===== src/rtl/serial_adder.sv =====
// Bit-serial adder: one fa_using_ha slice plus carry flop, operand/result
// shift registers and a bit counter; adds a + b + cin LSB first.

module half_adder (
  input  logic a_i,
  input  logic b_i,
  output logic s_o,
  output logic c_o
);
  assign s_o = a_i ^ b_i;
  assign c_o = a_i & b_i;
endmodule

module fa_using_ha (
  input  logic a_i,
  input  logic b_i,
  input  logic c_i,
  output logic s_o,
  output logic c_o
);
  logic s1, c1, c2;

  half_adder u_ha0 (.a_i(a_i), .b_i(b_i), .s_o(s1),  .c_o(c1));
  half_adder u_ha1 (.a_i(s1),  .b_i(c_i), .s_o(s_o), .c_o(c2));

  assign c_o = c1 | c2;
endmodule

module serial_adder #(
  parameter int WIDTH = 8
) (
  input  logic             clk,
  input  logic             rst,
  input  logic             start,
  input  logic [WIDTH-1:0] a,
  input  logic [WIDTH-1:0] b,
  input  logic             cin,
  output logic             busy,
  output logic             done,
  output logic [WIDTH-1:0] sum,
  output logic             cout
);
  localparam int CW = $clog2(WIDTH) + 1;
  localparam logic [CW-1:0] LAST = CW'(WIDTH - 1);

  typedef enum logic [1:0] {IDLE, RUN, DONE} state_t;

  state_t           state_q, state_d;
  logic [WIDTH-1:0] sha_q, sha_d;
  logic [WIDTH-1:0] shb_q, shb_d;
  logic [WIDTH-1:0] sumsh_q, sumsh_d;
  logic [WIDTH-1:0] sum_q, sum_d;
  logic             carry_q, carry_d;
  logic             cout_q, cout_d;
  logic [CW-1:0]    cnt_q, cnt_d;

  logic             fa_s, fa_c;
  logic [WIDTH-1:0] msb_bit;

  fa_using_ha u_fa (
    .a_i(sha_q[0]),
    .b_i(shb_q[0]),
    .c_i(carry_q),
    .s_o(fa_s),
    .c_o(fa_c)
  );

  always_comb begin
    state_d = state_q;
    sha_d   = sha_q;
    shb_d   = shb_q;
    sumsh_d = sumsh_q;
    sum_d   = sum_q;
    carry_d = carry_q;
    cout_d  = cout_q;
    cnt_d   = cnt_q;
    msb_bit = '0;
    msb_bit[WIDTH-1] = fa_s;

    if (state_q == RUN) begin
      // New sum bit enters at the MSB so after WIDTH shifts bit 0 lands at LSB.
      sumsh_d = (sumsh_q >> 1) | msb_bit;
      sha_d   = sha_q >> 1;
      shb_d   = shb_q >> 1;
      carry_d = fa_c;
      cnt_d   = cnt_q + CW'(1);
      if (cnt_q == LAST) begin
        sum_d   = sumsh_d;
        cout_d  = fa_c;
        state_d = DONE;
      end
    end else begin
      state_d = IDLE;
      if (start) begin
        sha_d   = a;
        shb_d   = b;
        carry_d = cin;
        cnt_d   = '0;
        sumsh_d = '0;
        state_d = RUN;
      end
    end
  end

  always_ff @(posedge clk) begin
    if (rst) begin
      state_q <= IDLE;
      sha_q   <= '0;
      shb_q   <= '0;
      sumsh_q <= '0;
      sum_q   <= '0;
      carry_q <= 1'b0;
      cout_q  <= 1'b0;
      cnt_q   <= '0;
    end else begin
      state_q <= state_d;
      sha_q   <= sha_d;
      shb_q   <= shb_d;
      sumsh_q <= sumsh_d;
      sum_q   <= sum_d;
      carry_q <= carry_d;
      cout_q  <= cout_d;
      cnt_q   <= cnt_d;
    end
  end

  assign busy = (state_q == RUN);
  assign done = (state_q == DONE);
  assign sum  = sum_q;
  assign cout = cout_q;
endmodule


===== config.mk =====
export PLATFORM = sky130hd
export DESIGN_NAME = serial_adder
export DESIGN_NICKNAME = d
export VERILOG_FILES = /design/src/rtl/serial_adder.sv
export SDC_FILE = /design/constraint.sdc
export NUM_CORES = 1
export LEC_CHECK = 0
export ABC_AREA = 1
export CORE_MARGIN = 2
export CORE_UTILIZATION = 35
export DETAILED_ROUTE_END_ITERATION = 16
export GPL_ROUTABILITY_DRIVEN = 0
export PLACE_DENSITY = 0.59
export SETUP_SLACK_MARGIN = 0.02
export SYNTH_ARGS = -nofsm -noshare
export SYNTH_HDL_FRONTEND = slang
export SYNTH_SLANG_ARGS = --single-unit

===== constraint.sdc =====
create_clock -name clk -period 2.05 [get_ports clk]
set_input_delay 0.41 -clock clk [delete_from_list [all_inputs] [get_ports clk]]
set_output_delay 0.41 -clock clk [all_outputs]
set_load 0.005 [all_outputs]

==> impl_results.rst <==
.. list-table::
   :header-rows: 1

   * - Metric
     - Value
   * - Setup slack of the worst register-to-register path
     - between 0.5 and 0.6 ns
   * - Int Power
     - ~1.3 mW
   * - DP HPWL
     - between 2 and 2.5 mm
   * - Total clock buffers created by CTS
     - 5
   * - Largest area contributor in the netlist
     - sky130_fd_sc_hd__dfxtp_1
   * - Mapped Nets
     - about 250
   * - Worst Clk Skew
     - 0.005484 ns
   * - Core outline area
     - ~4700 sq um
   * - Area growth syn-to-layout
     - 26.09%
   * - Number of gates resized after CTS
     - 0
   * - Library cell with the highest instance count after synthesis
     - sky130_fd_sc_hd__nand2_1
   * - Number of instances in the synthesized netlist
     - between 200 and 250
   * - First-pass GRT wire length
     - approximately 5.7 mm
   * - Flip-flop and latch count after synthesis
     - 39
   * - Switching Share
     - ~23%
   * - Portion of total power attributed to combinational logic
     - between 10% and 20%
   * - Post-Synthesis Mean Instance Area
     - between 7 and 8 sq um
   * - Finished Layout Cells
     - ~320
   * - Clock net sink count
     - 39
   * - RSZ-0062 raised after global routing
     - no
   * - Buffers on Ports
     - 30
   * - TritonCTS clock tree
     - built
   * - Sequential fraction of the synthesis area
     - a little under half
   * - Number of pins with negative max-slew slack in the final report
     - 0
   * - GR Util All Layers
     - about 14%
   * - Setup slack after layout
     - roughly 0.31 ns
   * - Via total after detailed routing
     - about 1500
   * - Total Neg Setup Slack
     - 0 ns
   * - Post-route worst hold slack
     - 0.4514 ns
   * - Area contributors post-synth
     - sky130_fd_sc_hd__dfxtp_1 (46%), sky130_fd_sc_hd__nand2_1 (17%), sky130_fd_sc_hd__nand3_1 (17%), sky130_fd_sc_hd__inv_1 (4.0%), sky130_fd_sc_hd__a21oi_1 (3.3%)
   * - Sum of routed wire length over all layers
     - around 3.3 mm
   * - Placed instance count
     - around 310
   * - Achievable Freq
     - roughly 580 MHz
   * - Pre-CTS setup slack
     - 0.2750 ns
   * - Number of hold-slack violations in the final timing report
     - 0
   * - Total Nets Final
     - 283
   * - P per Cell Area
     - 759.2 nW/um^2
   * - Number of warning messages in the yosys log
     - 0
   * - Fraction of post-synthesis cell area in the top cell type by area
     - ~46%
   * - Net switching power
     - 369.2 uW
   * - Leakage power summed over all cells
     - slightly below 1 nW
   * - Die Height
     - 73.55 um
   * - DR WL/cell
     - ~11 um
   * - Postcts setup bufs
     - 0
   * - Post-layout minimum cycle time
     - about 1.7 ns
   * - Worst min-delay path class
     - reg2reg
   * - Final total power
     - roughly 1.6 mW
   * - Row count
     - 25
   * - Clock network fraction of total power
     - ~41%
   * - Clock latency of the later-clocked register in the worst-skew pair
     - slightly below 0.3 ns
   * - Data arrival time of the worst path
     - about 1.3 ns
   * - Post-DR vias/cell
     - 4.693
   * - Run status
     - completed
   * - Root buffer cell
     - sky130_fd_sc_hd__clkbuf_8
   * - Worst setup SP type
     - register
   * - First drt pass iteration count
     - 4
   * - X dimension of the die
     - ~74 um
   * - Leading cell types by count after synthesis
     - sky130_fd_sc_hd__nand2_1 (75), sky130_fd_sc_hd__nand3_1 (56), sky130_fd_sc_hd__dfxtp_1 (39), sky130_fd_sc_hd__inv_1 (18), sky130_fd_sc_hd__a21oi_1 (11)
   * - Number of buffers added to fix hold violations after cts
     - 0
   * - Rel. slew slack
     - between 50% and 60%
   * - Reg power frac
     - 49.2%
   * - Number of flops mapped to enable cells by yosys
     - 0
   * - Number of design-rule violations left by the first detailed-router iteration
     - 68
   * - Ant diodes
     - 0
   * - Number of unique standard cell types used by synthesis
     - 20
   * - WS Path Type
     - reg2out
   * - Total die area
     - between 5000 and 6000 sq um
   * - Antenna violations before repair
     - 0
   * - Top Ports
     - 31
   * - Max-cap viol count
     - 0
   * - Peak ir drop on the vdd network
     - ~0.34 mV
   * - Share of flip-flops with an asynchronous set or reset after synthesis
     - 0%
   * - H-tree levels
     - 2
   * - CP Capture Type
     - output port
   * - Vias in the first global route
     - 1267
   * - Main synth FF type
     - sky130_fd_sc_hd__dfxtp_1
   * - CP required
     - ~1.6 ns
   * - Max clock buf depth
     - 2
   * - Share of the clock period used by the worst path
     - between 80% and 90%
   * - Slew @ Worst Pin
     - between 0.6 and 0.7 ns
   * - Clk slew on worst S/H paths
     - 0.08 ns
   * - Initial core utilization
     - 36.08%
   * - Largest net degree at the start of global routing
     - 32
   * - Post-synthesis instance area
     - between 1500 and 2000 sq um
   * - Max FO, Critical Path
     - 4
   * - Residual overflow from global routing
     - 0
   * - Layout cells sized above 1
     - under 10%
   * - Final setup violation count
     - 0
   * - Post-route ant nets
     - 0
   * - DRC errors left
     - 0
==> area by class of cell <==
type,count,area [sq um]
fillers,484,2557
inverters,21,78.83
flip-flops and latches,39,780.7
well taps,54,67.56
multi-input cells,158,744.5
clock inverters,2,35.03
clock buffers,6,82.58
repair buffers,36,345.3
==> power by group through the flow <==
stage          registers, mW  logic, mW  clock network, mW
2_1_floorplan          0.812      0.105                  0
3_3_place_gp           0.815      0.166                  0
3_5_place_dp           0.815      0.165                  0
4_1_cts                0.797      0.166              0.678
5_1_grt                0.801      0.186              0.716
6_report               0.797      0.163              0.660
==> final timing paths <==
check                            end               startpoint  depth (start not counted)
max                             busy  state_q[0]$_SDFFE_PP0P_                          3
min              sum[0]$_SDFFE_PP0P_  sumsh_q[1]$_SDFFE_PP0P_                          2
max reg2reg  sumsh_q[4]$_SDFFE_PP0P_  state_q[0]$_SDFFE_PP0P_                          6
min reg2reg      sum[0]$_SDFFE_PP0P_  sumsh_q[1]$_SDFFE_PP0P_                          2
==> worst max-delay path, stage by stage (launching register included) <==
cell                              delay [ns]
sky130_fd_sc_hd__dfxtp_1                0.39
sky130_fd_sc_hd__inv_2                  0.06
sky130_fd_sc_hd__nor2_4                 0.08
sky130_fd_sc_hd__clkdlybuf4s50_1        0.51
==> metal layers <==
layer / global-route usage (%) / vias up / wire (um)
met5: 0 / - / 0
met4: 6.061 / 0 / 41
met3: 4.115 / 4 / 157
met2: 21.92 / 26 / 1567
met1: 16.71 / 661 / 1573
li1: - / 792 / -
==> stage by stage <==
stage                     cell area (sq um)  util, %
after detailed placement               2017    42.99
after global routing                   2135    45.49
after CTS                              2135    45.49
after global placement                 2017    42.99
final                                  2135    45.49
after floorplan                        1693        -
==> logic make-up (layout without fill, tap and decap cells) <==
group / after synthesis / in the layout / share of synthesized area [%]
simple gates: 142 / 142 / 37.62
flops: 39 / 39 / 46.12
buf+inv: 35 / 65 / 9.904
compound gates: 14 / 14 / 4.434
fa+ha+maj: 2 / 2 / 1.922
==> placed cells by master (no fill, tap or decap), types with 2 or more instances in the layout <==
master                            synthesis  routed
sky130_fd_sc_hd__a21oi_1                 11      11
sky130_fd_sc_hd__inv_2                    2       2
sky130_fd_sc_hd__nand3_1                 56      56
sky130_fd_sc_hd__buf_4                    1       6
sky130_fd_sc_hd__inv_1                   18      18
sky130_fd_sc_hd__a211oi_1                 2       2
sky130_fd_sc_hd__nor2_1                   7       7
sky130_fd_sc_hd__dfxtp_1                 39      39
sky130_fd_sc_hd__clkbuf_8                 0       6
sky130_fd_sc_hd__nand2_1                 75      75
sky130_fd_sc_hd__clkdlybuf4s50_1          0      30
==> flip-flops by register name (all words and copies together), names as in the netlist <==
signal / cells
sha_q: 8
state_q: 2
carry_q: 1
cnt_q: 4
sum: 8
sumsh_q: 7
shb_q: 8
cout: 1
(Power assumes the default switching activity.)
